$ cat src/rtl/freq_gate_counter_if.sv
// Measurement bus of the gated pulse counter.
// The counter owns the result signals. The consumer side (display path or
// test harness) owns the raw input under measurement.
interface freq_gate_counter_if #(
    parameter int W = 23
);
    logic         signal;       // asynchronous input under measurement
    logic [W-1:0] count_value;  // edge count of the last completed window
    logic         count_valid;  // one-cycle strobe when count_value updates
    logic         overflow;     // last completed window saturated

    // Counter side: samples the raw signal and publishes results
    modport master (
        input  signal,
        output count_value,
        output count_valid,
        output overflow
    );

    // Consumer side: drives the raw signal and reads results
    modport slave (
        output signal,
        input  count_value,
        input  count_valid,
        input  overflow
    );
endinterface

$ cat src/rtl/freq_gate_counter.sv
// Gated pulse counter for the frequency meter display path.
// The raw input passes through a three-flop synchronizer, and its rising
// edges are counted over a fixed window of GATE_CYCLES clocks. At the end of
// each window the saturated count is published together with a one-cycle
// valid strobe and an overflow flag. The published values stay put until the
// next window closes, so the consumer may sample them at any time.
module freq_gate_counter #(
    parameter int GATE_CYCLES = 50_000_000,
    parameter int W           = 23
) (
    input  logic                clk,
    input  logic                rst,
    freq_gate_counter_if.master bus
);

    // Timer width: GATE_CYCLES is at least 4, so the width is at least 2 bits.
    localparam int              TW         = $clog2(GATE_CYCLES);
    localparam logic [TW-1:0]   TIMER_LAST = TW'(GATE_CYCLES - 1);
    localparam logic [W-1:0]    ACC_MAX    = {W{1'b1}};
    localparam logic [1:0]      ARM_DONE   = 2'd3;

    // Saturating add of a single-bit increment.
    // The result is {would_overflow, saturated_sum}. The sum never wraps.
    function automatic logic [W:0] sat_add1(input logic [W-1:0] a,
                                            input logic         inc);
        logic [W:0] res;
        if (inc && (a == ACC_MAX)) begin
            res = {1'b1, ACC_MAX};
        end else begin
            res = {1'b0, a + {{(W-1){1'b0}}, inc}};
        end
        return res;
    endfunction

    // Synchronizer chain. s3_r is the previous value of s2_r for edge detection.
    logic           s1_r;
    logic           s2_r;
    logic           s3_r;

    // Arming counter: masks the edge detector while the synchronizer
    // refills after reset, so a level held high through reset is not an edge.
    logic [1:0]     arm_cnt_r;

    // Window timer, accumulator and sticky saturation flag
    logic [TW-1:0]  timer_r;
    logic [W-1:0]   acc_r;
    logic           sat_r;

    // Published results
    logic [W-1:0]   count_value_r;
    logic           count_valid_r;
    logic           overflow_r;

    // Decoded per-cycle terms
    logic           armed_s;
    logic           edge_s;
    logic           gate_end_s;
    logic [W:0]     closing_s;

    // Decode armed state, the synchronized rising edge, end of window and the
    // closing count (accumulator plus an edge landing on the last cycle)
    always_comb begin
        armed_s    = 1'b0;
        edge_s     = 1'b0;
        gate_end_s = 1'b0;
        closing_s  = {(W+1){1'b0}};
        if (arm_cnt_r == ARM_DONE) begin
            armed_s = 1'b1;
        end else begin
            armed_s = 1'b0;
        end
        edge_s     = s2_r & ~s3_r & armed_s;
        gate_end_s = (timer_r == TIMER_LAST);
        closing_s  = sat_add1(acc_r, edge_s);
    end

    // Bring the asynchronous input into the clock domain
    always_ff @(posedge clk) begin
        if (rst) begin
            s1_r <= 1'b0;
            s2_r <= 1'b0;
            s3_r <= 1'b0;
        end else begin
            s1_r <= bus.signal;
            s2_r <= s1_r;
            s3_r <= s2_r;
        end
    end

    // Count the first three cycles after reset release, then hold at armed
    always_ff @(posedge clk) begin
        if (rst) begin
            arm_cnt_r <= 2'd0;
        end else if (arm_cnt_r != ARM_DONE) begin
            arm_cnt_r <= arm_cnt_r + 2'd1;
        end else begin
            arm_cnt_r <= arm_cnt_r;
        end
    end

    // Free-running gate timer: 0 .. GATE_CYCLES-1, then wrap
    always_ff @(posedge clk) begin
        if (rst) begin
            timer_r <= {TW{1'b0}};
        end else if (gate_end_s) begin
            timer_r <= {TW{1'b0}};
        end else begin
            timer_r <= timer_r + {{(TW-1){1'b0}}, 1'b1};
        end
    end

    // Accumulate edges inside the window. Saturate instead of wrapping and
    // remember that saturation happened. Restart empty when the window closes.
    always_ff @(posedge clk) begin
        if (rst) begin
            acc_r <= {W{1'b0}};
            sat_r <= 1'b0;
        end else if (gate_end_s) begin
            acc_r <= {W{1'b0}};
            sat_r <= 1'b0;
        end else if (edge_s) begin
            if (acc_r == ACC_MAX) begin
                acc_r <= acc_r;
                sat_r <= 1'b1;
            end else begin
                acc_r <= acc_r + {{(W-1){1'b0}}, 1'b1};
                sat_r <= sat_r;
            end
        end else begin
            acc_r <= acc_r;
            sat_r <= sat_r;
        end
    end

    // Publish the closing count and overflow once per window with a strobe.
    // An edge on the last cycle belongs to the closing window.
    always_ff @(posedge clk) begin
        if (rst) begin
            count_value_r <= {W{1'b0}};
            count_valid_r <= 1'b0;
            overflow_r    <= 1'b0;
        end else if (gate_end_s) begin
            count_value_r <= closing_s[W-1:0];
            count_valid_r <= 1'b1;
            overflow_r    <= sat_r | closing_s[W];
        end else begin
            count_value_r <= count_value_r;
            count_valid_r <= 1'b0;
            overflow_r    <= overflow_r;
        end
    end

    assign bus.count_value = count_value_r;
    assign bus.count_valid = count_valid_r;
    assign bus.overflow    = overflow_r;

endmodule

$ cat src/flat_wrapper.sv
// flat-port wrapper written by rule: the top's interface ports become plain ports
module freq_gate_counter_flat 
#(
    parameter int GATE_CYCLES = 50_000_000,
    parameter int W           = 23
)
  (clk, rst, bus_signal, bus_count_value, bus_count_valid, bus_overflow);
  freq_gate_counter_if #(.W(W)) bus_i ();
  input  logic clk;
  input  logic rst;
  input wire logic [$bits(bus_i.signal)-1:0] bus_signal;
  output wire logic [$bits(bus_i.count_value)-1:0] bus_count_value;
  output wire logic [$bits(bus_i.count_valid)-1:0] bus_count_valid;
  output wire logic [$bits(bus_i.overflow)-1:0] bus_overflow;
  assign bus_i.signal = bus_signal;
  assign bus_count_value = bus_i.count_value;
  assign bus_count_valid = bus_i.count_valid;
  assign bus_overflow = bus_i.overflow;
  freq_gate_counter #(.GATE_CYCLES(GATE_CYCLES), .W(W)) u_core (.clk(clk), .rst(rst), .bus(bus_i));
endmodule
$ cat config.mk
export PLATFORM = sky130hd
export DESIGN_NAME = freq_gate_counter_flat
export DESIGN_NICKNAME = d
export VERILOG_FILES = /design/src/rtl/freq_gate_counter_if.sv /design/src/rtl/freq_gate_counter.sv /design/src/flat_wrapper.sv
export SDC_FILE = /design/constraint.sdc
export NUM_CORES = 1
export LEC_CHECK = 0
export ABC_CLOCK_PERIOD_IN_PS = 2680
export CORE_ASPECT_RATIO = 1.25
export CORE_MARGIN = 10
export CORE_UTILIZATION = 30
export DETAILED_ROUTE_END_ITERATION = 8
export PLACE_DENSITY_LB_ADDON = 0.08
export SLEW_MARGIN = 20
export SYNTH_ARGS = -nofsm -noshare
export SYNTH_HDL_FRONTEND = slang
export SYNTH_SLANG_ARGS = --single-unit
$ cat constraint.sdc
create_clock -name clk -period 2.68 [get_ports clk]
set_input_delay 0.536 -clock clk [delete_from_list [all_inputs] [get_ports clk]]
set_output_delay 0.536 -clock clk [all_outputs]
set_load 0.005 [all_outputs]
==> run summary, run 1 <==
LAYOUT
------------------------------------------------------------------------------------------------------
Post-route design area ..................................................................    4630 um^2
Signed area change from the synthesized netlist to the final layout .....................        19.9%
Post-layout net count ...................................................................          480
Leading cell type in the layout, fill and taps excluded ................................. sky130_fd_sc_hd__dfxtp_1
Layout cells sized above 1 ..............................................................        9.01%
Utilization of the core after routing ...................................................        36.6%
Number of standard cells in the layout, taps in and fillers out .........................          645
Antenna diode instance count ............................................................            0
Most frequent cells in the layout ....................................................... sky130_fd_sc_hd__dfxtp_1, sky130_fd_sc_hd__nor2_1, sky130_fd_sc_hd__xnor2_1

PLACED DESIGN
------------------------------------------------------------------------------------------------------
Half-perimeter wire length after detailed placement .....................................      7370 um
Final RePlAce weighted congestion .......................................................        0.812
Cell area reported after detailed placement .............................................    4350 um^2
Placed cell count .......................................................................          629
Count of port buffers added during placement ............................................           27

STA
------------------------------------------------------------------------------------------------------
Min Hold Slack ..........................................................................     0.450 ns
Slew HR .................................................................................        32.3%
Final-report max-slew violation count ...................................................            0
Final count of hold timing violations ...................................................            0
Final TNS setup .........................................................................         0 ns
Worst Tran Pin Value ....................................................................      1.01 ns
Share of the clock period used by the worst path ........................................        86.3%
Final setup vio count ...................................................................            0
Minimum clock period after layout .......................................................      2.31 ns
Clock skew ..............................................................................   0.00752 ns
RSZ-0062 raised after global routing ....................................................           no
Achievable Freq .........................................................................      433 MHz

ROUTING
------------------------------------------------------------------------------------------------------
Antenna-violating nets left .............................................................            0
# DRC ...................................................................................            0
Total number of vias ....................................................................         3154
Via density per instance ................................................................         4.89
Average wire length per cell after detail routing .......................................      15.4 um
DRT iter0 DRCs ..........................................................................          135
Final Routed Wirelength .................................................................      9940 um
Detailed-router iteration count before antenna repair ...................................            4

HOLD PATH
------------------------------------------------------------------------------------------------------
HP Start ................................................................................ u_core.timer_r[0]
Type of the tightest min-delay check .................................................... flip-flop to flip-flop

YOSYS
------------------------------------------------------------------------------------------------------
Syn Inst Count ..........................................................................          445
Net Count, Synth ........................................................................          453
Sequential fraction of the synthesis area ...............................................        41.5%
FF+latch count, synth ...................................................................           80
Mean post-synth cell area ...............................................................    8.68 um^2
Prevailing post-synth register cell ..................................................... sky130_fd_sc_hd__dfxtp_1
Yosys top cell by area .................................................................. sky130_fd_sc_hd__dfxtp_1
Cell Area, Synth ........................................................................    3860 um^2
EDFF count, synth .......................................................................            0
Async S/R FF share, synth ...............................................................           0%
Syn. warnings ...........................................................................            0
Top-area cell type share of the netlist area ............................................        41.5%
Cell variety after synth ................................................................           45
Top cells by area in the synthesized netlist ............................................ sky130_fd_sc_hd__dfxtp_1, sky130_fd_sc_hd__xnor2_1, sky130_fd_sc_hd__nor2_1, sky130_fd_sc_hd__xor2_1, sky130_fd_sc_hd__nand4_1

WORST SETUP PATH
------------------------------------------------------------------------------------------------------
Crit path max-delay family ..............................................................  adder cells
Worst stage delay on the critical path ..................................................      0.35 ns
Kind of critical path ................................................................... flip-flop to flip-flop
Worst setup SP type .....................................................................    flip-flop
CP Max Fanout ...........................................................................            4
Cell Chain, Critical Path ............................................................... ha_1, nand3b_1, inv_1, ha_1, ha_1, nand3_1, nor4_1, buf_4, nand2_1, xnor2_1, a211o_1
Arrival time of data at the critical path endpoint ......................................      2.54 ns
Critical Path End Type ..................................................................    flip-flop
Data required time of the worst path ....................................................      2.91 ns
Worst-path cell with the longest stage delay ............................................ sky130_fd_sc_hd__dfxtp_1
Beginning of the critical path .......................................................... u_core.arm_cnt_r[0]
R2r startpoint .......................................................................... u_core.arm_cnt_r[0]
Crit-path most repeated cell ............................................................ sky130_fd_sc_hd__ha_1
Buf/Inv on CP ...........................................................................            2

CLOCK TREE
------------------------------------------------------------------------------------------------------
Post CTS Setup Buffer Count .............................................................            0
Clock latency on the worst-skew pair ....................................................      0.34 ns
Clock tree from TritonCTS ...............................................................         done
Quantity of gates resized following cts .................................................            0
Deepest clock path buffer count .........................................................            2
Clock sinks .............................................................................           80
Hold-fix buffer count after cts .........................................................            0
Clock Root Buffer ....................................................................... sky130_fd_sc_hd__clkbuf_16
H-tree levels ...........................................................................            3
Clock transition at the register clock pins on the worst setup and hold paths after CTS .      0.06 ns
CTS Buf Count ...........................................................................            9

JOB
------------------------------------------------------------------------------------------------------
Number of violations of the max-capacitance limit .......................................            0

GRT
------------------------------------------------------------------------------------------------------
Initial antenna violation count .........................................................            0
Via count of the first global-routing pass ..............................................         3162
Global-route wire length before repair ..................................................     16400 um
Aggregate global-route resource usage ...................................................        11.6%
Grt total ovfl ..........................................................................            0
Largest net degree at the start of global routing .......................................           27

DIE
------------------------------------------------------------------------------------------------------
Die Area ................................................................................   17800 um^2
Core area ...............................................................................   12700 um^2
Die extent in x .........................................................................       122 um
Initial standard-cell utilization of the core ...........................................        30.5%
Height of the chip ......................................................................       147 um
Site row count ..........................................................................           46
Number of top-level pins ................................................................           28

RUN STATUS
------------------------------------------------------------------------------------------------------
Run status ..............................................................................    completed

POWER
------------------------------------------------------------------------------------------------------
IR drop worst, VDD ......................................................................       239 uV
Total power per unit cell area ..........................................................  530 nW/um^2
Static power due to leakage .............................................................      1.57 nW

[kinds of logic (layout without fill, tap and decap cells)]
| logic type | Yosys count | count (layout) | synth area share, % |
|---|---|---|---|
| simple gates | 200 | 200 | 27.8 |
| flops | 80 | 80 | 41.5 |
| compound gates | 67 | 67 | 11.5 |
| xor+xnor | 57 | 57 | 12.9 |
| buf+inv | 33 | 65 | 3.85 |
| fa+ha+maj | 5 | 5 | 1.62 |
| mux | 3 | 3 | 0.777 |
[per-layer routing]
layer	vias to the layer above	track usage, %	wire [um]	part of all wire, %
li1	1632	-	-	-
met1	1467	13.6	4500	45
met2	41	19.5	4870	49
met3	14	2.57	317	3.2
met4	0	5.14	250	2.5
met5	-	0	0	0
[final timing paths]
| kind | endpoint | slack (ns) | cells after the start |
|---|---|---|---|
| worst min-delay path | u_core.timer_r[0] | 0.45 | 1 |
| worst min register to register | u_core.timer_r[0] | 0.45 | 1 |
| worst max-delay path | u_core.bus.count_value[22] | 0.37 | 11 |
| worst max register to register | u_core.bus.count_value[22] | 0.37 | 11 |
[cell type report]
class                           count  area, um^2
Clock inverter                      2        12.5
Sequential cell                    80        1600
Fill cell                        1357        8030
Timing Repair Buffer               45         405
Multi-Input combinational cell    332        2110
Clock buffer                       14         274
Tap cell                          168         210
Inverter                            4        15.0
[Yosys cell counts, types with 4 or more instances]
cell type / n
sky130_fd_sc_hd__nand2_1: 28
sky130_fd_sc_hd__clkbuf_1: 10
sky130_fd_sc_hd__nor3_1: 15
sky130_fd_sc_hd__and2_1: 8
sky130_fd_sc_hd__nand3_1: 23
sky130_fd_sc_hd__xnor2_1: 34
sky130_fd_sc_hd__ha_1: 5
sky130_fd_sc_hd__buf_1: 4
sky130_fd_sc_hd__o21ai_0: 19
sky130_fd_sc_hd__nor2_1: 54
sky130_fd_sc_hd__xor2_1: 23
sky130_fd_sc_hd__inv_1: 4
sky130_fd_sc_hd__nand4_1: 19
sky130_fd_sc_hd__or4_1: 4
sky130_fd_sc_hd__a22o_1: 6
sky130_fd_sc_hd__nor4_1: 8
sky130_fd_sc_hd__or3_1: 8
sky130_fd_sc_hd__a21oi_1: 23
sky130_fd_sc_hd__a211oi_1: 4
sky130_fd_sc_hd__dfxtp_1: 80
sky130_fd_sc_hd__and4_1: 13
sky130_fd_sc_hd__buf_2: 14
[per-stage QoR]
| stage | total power [mW] | setup slack [ns] |
|---|---|---|
| finish | 2.46 | 0.368 |
| global route | 2.54 | 0.134 |
| CTS | 2.49 | 0.336 |
| detailed placement | 1.30 | 0.361 |
| global placement | 1.30 | 0.415 |
| floorplan | 1.28 | 0.354 |
[power by group]
group | switching (mW) | internal, mW | total [mW]
Clock | 0.483 | 0.703 | 1.19
Combinational | 0.0369 | 0.0229 | 0.0598
Sequential | 0.00796 | 1.20 | 1.21
[sequential cells by signal, indices dropped and copies added, names as in the netlist]
name	cells
u_core.timer_r	26
u_core.acc_r	23
u_core.bus.count_value	23
u_core.arm_cnt_r	2
u_core.bus.count_valid	1
u_core.bus.overflow	1
u_core.s1_r	1
u_core.s2_r	1
u_core.s3_r	1
u_core.sat_r	1
Note: power is estimated with default switching activity, not from simulation.
==> run 2, diff against run 1 <==
--- a/config.mk
+++ b/config.mk
@@ -10,6 +10,7 @@
 export CORE_MARGIN = 10
 export CORE_UTILIZATION = 30
 export DETAILED_ROUTE_END_ITERATION = 8
+export GPL_TIMING_DRIVEN = 0
 export PLACE_DENSITY_LB_ADDON = 0.08
 export SLEW_MARGIN = 20
 export SYNTH_ARGS = -nofsm -noshare
==> run 2 against run 1 <==
Global-route usage grew 0.089 points. Clock power is 6% higher. First-iteration DRC count fell by 26%. Via count is 1.8% higher. Critical endpoint is now u_core.bus.count_value[14]. Worst setup slack worse by 0.16 ns. Hold slack lost 0.0015 ns. Clock-buffer cell count decreased by 4. Sequential share of layout area fell by 0.45 points.
==> run summary, run 2 (same netlist as run 1, synthesis figures left out) <==
STA
------------------------------------------------------------------------------------------------------
Worst Tran Pin Value ....................................................................     0.657 ns   -0.354 ns
Post-layout worst setup margin ..........................................................     0.204 ns   -0.164 ns
Final-report max-slew violation count ...................................................            0   unchanged
RSZ-0062 raised after global routing ....................................................           no
Achievable Freq .........................................................................      404 MHz   -6.6%
Final setup vio count ...................................................................            0   unchanged
Clock skew ..............................................................................   0.00834 ns   +0.000820 ns
Min Hold Slack ..........................................................................     0.448 ns   -0.00153 ns
Slew HR .................................................................................        56.2%   +24 points
Final count of hold timing violations ...................................................            0   unchanged
Minimum clock period after layout .......................................................      2.48 ns   +0.164 ns
Share of the clock period used by the worst path ........................................        92.4%   +6.1 points

ROUTING
------------------------------------------------------------------------------------------------------
# DRC ...................................................................................            0   unchanged
Antenna-violating nets left .............................................................            0   unchanged
DRT iter0 DRCs ..........................................................................          100   -26%
Average wire length per cell after detail routing .......................................      15.5 um   +0.38%
Via density per instance ................................................................         4.88   -0.24%
Total number of vias ....................................................................         3210   +1.8%
Final Routed Wirelength .................................................................     10200 um   +2.4%
Detailed-router iteration count before antenna repair ...................................            4   unchanged

WORST SETUP PATH
------------------------------------------------------------------------------------------------------
CP Max Fanout ...........................................................................            4   unchanged
Crit-path most repeated cell ............................................................ sky130_fd_sc_hd__ha_1
Kind of critical path ................................................................... flip-flop to flip-flop
Data required time of the worst path ....................................................      2.91 ns   about the same
Buf/Inv on CP ...........................................................................            2   unchanged
Arrival time of data at the critical path endpoint ......................................      2.70 ns   +0.16 ns
Cell Chain, Critical Path ............................................................... ha_1, nand3b_1, inv_2, ha_1, ha_1, nand3_2, nor4_4, buf_4, xnor2_1, nand2_1, a22o_1
Worst-path cell with the longest stage delay ............................................ sky130_fd_sc_hd__dfxtp_1
Worst stage delay on the critical path ..................................................      0.34 ns   about the same
Worst setup SP type .....................................................................    flip-flop
Critical Path End Type ..................................................................    flip-flop
Crit path max-delay family .............................................................. simple AND/OR/NAND/NOR gates

LAYOUT
------------------------------------------------------------------------------------------------------
Utilization of the core after routing ...................................................        37.1%   +0.48 points
Post-layout net count ...................................................................          493   +2.7%
Most frequent cells in the layout ....................................................... sky130_fd_sc_hd__dfxtp_1, sky130_fd_sc_hd__nor2_1, sky130_fd_sc_hd__xnor2_1
Max reg flops ...........................................................................           26   unchanged
Signed area change from the synthesized netlist to the final layout .....................        21.5%
Leading cell type in the layout, fill and taps excluded ................................. sky130_fd_sc_hd__dfxtp_1
Top register by number of flip-flops .................................................... u_core.timer_r
Layout cells sized above 1 ..............................................................        10.0%   +0.99 points
Antenna diode instance count ............................................................            0   unchanged

CLOCK TREE
------------------------------------------------------------------------------------------------------
Clock transition at the register clock pins on the worst setup and hold paths after CTS .      0.06 ns   about the same
Clock tree from TritonCTS ...............................................................         done
Clock latency on the worst-skew pair ....................................................      0.34 ns   about the same
CTS Buf Count ...........................................................................            9   unchanged
Clock sinks .............................................................................           80   unchanged
H-tree levels ...........................................................................            3   unchanged
Clock Root Buffer ....................................................................... sky130_fd_sc_hd__clkbuf_16
Hold-fix buffer count after cts .........................................................            0   unchanged
Deepest clock path buffer count .........................................................            2   unchanged

DIE
------------------------------------------------------------------------------------------------------
Core area ...............................................................................   12700 um^2   unchanged
Die Area ................................................................................   17800 um^2   unchanged
Number of top-level pins ................................................................           28   unchanged
Site row count ..........................................................................           46   unchanged
Initial standard-cell utilization of the core ...........................................        30.5%   unchanged
Die extent in x .........................................................................       122 um   unchanged
Height of the chip ......................................................................       147 um   unchanged

PLACED DESIGN
------------------------------------------------------------------------------------------------------
Setup WS pre-CTS ........................................................................    -0.306 ns   -0.667 ns
Final RePlAce weighted congestion .......................................................        0.842   +3.7%
Count of port buffers added during placement ............................................           27   unchanged
Half-perimeter wire length after detailed placement .....................................      7500 um   +1.9%

HOLD PATH
------------------------------------------------------------------------------------------------------
Type of the tightest min-delay check .................................................... flip-flop to flip-flop

GRT
------------------------------------------------------------------------------------------------------
Global-route wire length before repair ..................................................     16500 um   +0.59%
Grt total ovfl ..........................................................................            0   unchanged
Initial antenna violation count .........................................................            0   unchanged
Aggregate global-route resource usage ...................................................        11.6%   +0.089 points
Largest net degree at the start of global routing .......................................           15   -44%
Via count of the first global-routing pass ..............................................         3135   -0.85%

POWER
------------------------------------------------------------------------------------------------------
Final Power .............................................................................      2.53 mW   +3.1%
Total power per unit cell area ..........................................................  539 nW/um^2   +1.7%
IR drop worst, VDD ......................................................................       236 uV   -1.0%
Static power due to leakage .............................................................      1.61 nW   +2.4%

JOB
------------------------------------------------------------------------------------------------------
Number of violations of the max-capacitance limit .......................................            0   unchanged

RUN STATUS
------------------------------------------------------------------------------------------------------
Run status ..............................................................................    completed

-- run 2: cell types whose count changed in the layout (fill, tap and decap cells not counted), sizes merged --
cell / previous run / this run
inv: 4 / 5
bufinv: 0 / 1
clkinvlp: 1 / 2
buf: 18 / 21
clkinv: 1 / 2
clkbuf: 14 / 20
-- run 2: path summary, 6_finish.rpt --
check                            from                    endpoint  slack (ns)  cells after the start
setup / recovery  u_core.arm_cnt_r[0]  u_core.bus.count_value[14]        0.20                     11
hold / removal            u_core.s1_r                 u_core.s2_r        0.45                      1
setup reg to reg  u_core.arm_cnt_r[0]  u_core.bus.count_value[14]        0.20                     11
hold reg to reg           u_core.s1_r                 u_core.s2_r        0.45                      1
-- run 2: cell type report --
class                      count  area (um^2)
multi-input combinational    332         2140
sequential                    80         1600
tap                          168          210
clock inverter                 6         67.6
timing repair buffer          29          285
buffer                        29          134
fill                        1337         7970
inverter                       4         15.0
clock buffer                  10          239
-- run 2: power by group --
group / total [mW] / switching (mW) / internal (mW)
logic: 0.0606 / 0.0390 / 0.0216
registers: 1.21 / 0.00777 / 1.20
clock network: 1.26 / 0.511 / 0.750
total: 2.53 / 0.558 / 1.97
-- run 2: what timing repair did --
item,in CTS,in global routing
pin swaps,0,1
endpoints found under the hold margin,0,0
resized for setup,4,2
setup buffers,0,2
endpoints found under the setup margin,3,7
-- run 2: layer usage --
layer | GRT usage [%] | part of all wire, % | vias up
met1 | 13.5 | 44 | 1486
met3 | 1.96 | 3.1 | 17
met5 | 0 | 0 | -
li1 | - | - | 1671
met2 | 20.1 | 50 | 36
met4 | 5.44 | 2.2 | 0
-- run 2: through the flow --
step | cell area [um^2] | setup TNS (ns) | std cells
6_report | 4690 | 0 | 658
3_5_place_dp | 4340 | -0.710 | 640
5_1_grt | 4690 | 0 | 658
4_1_cts | 4670 | 0 | 656
2_1_floorplan | 3860 | 0 | 445
3_3_place_gp | 4340 | -0.822 | 640
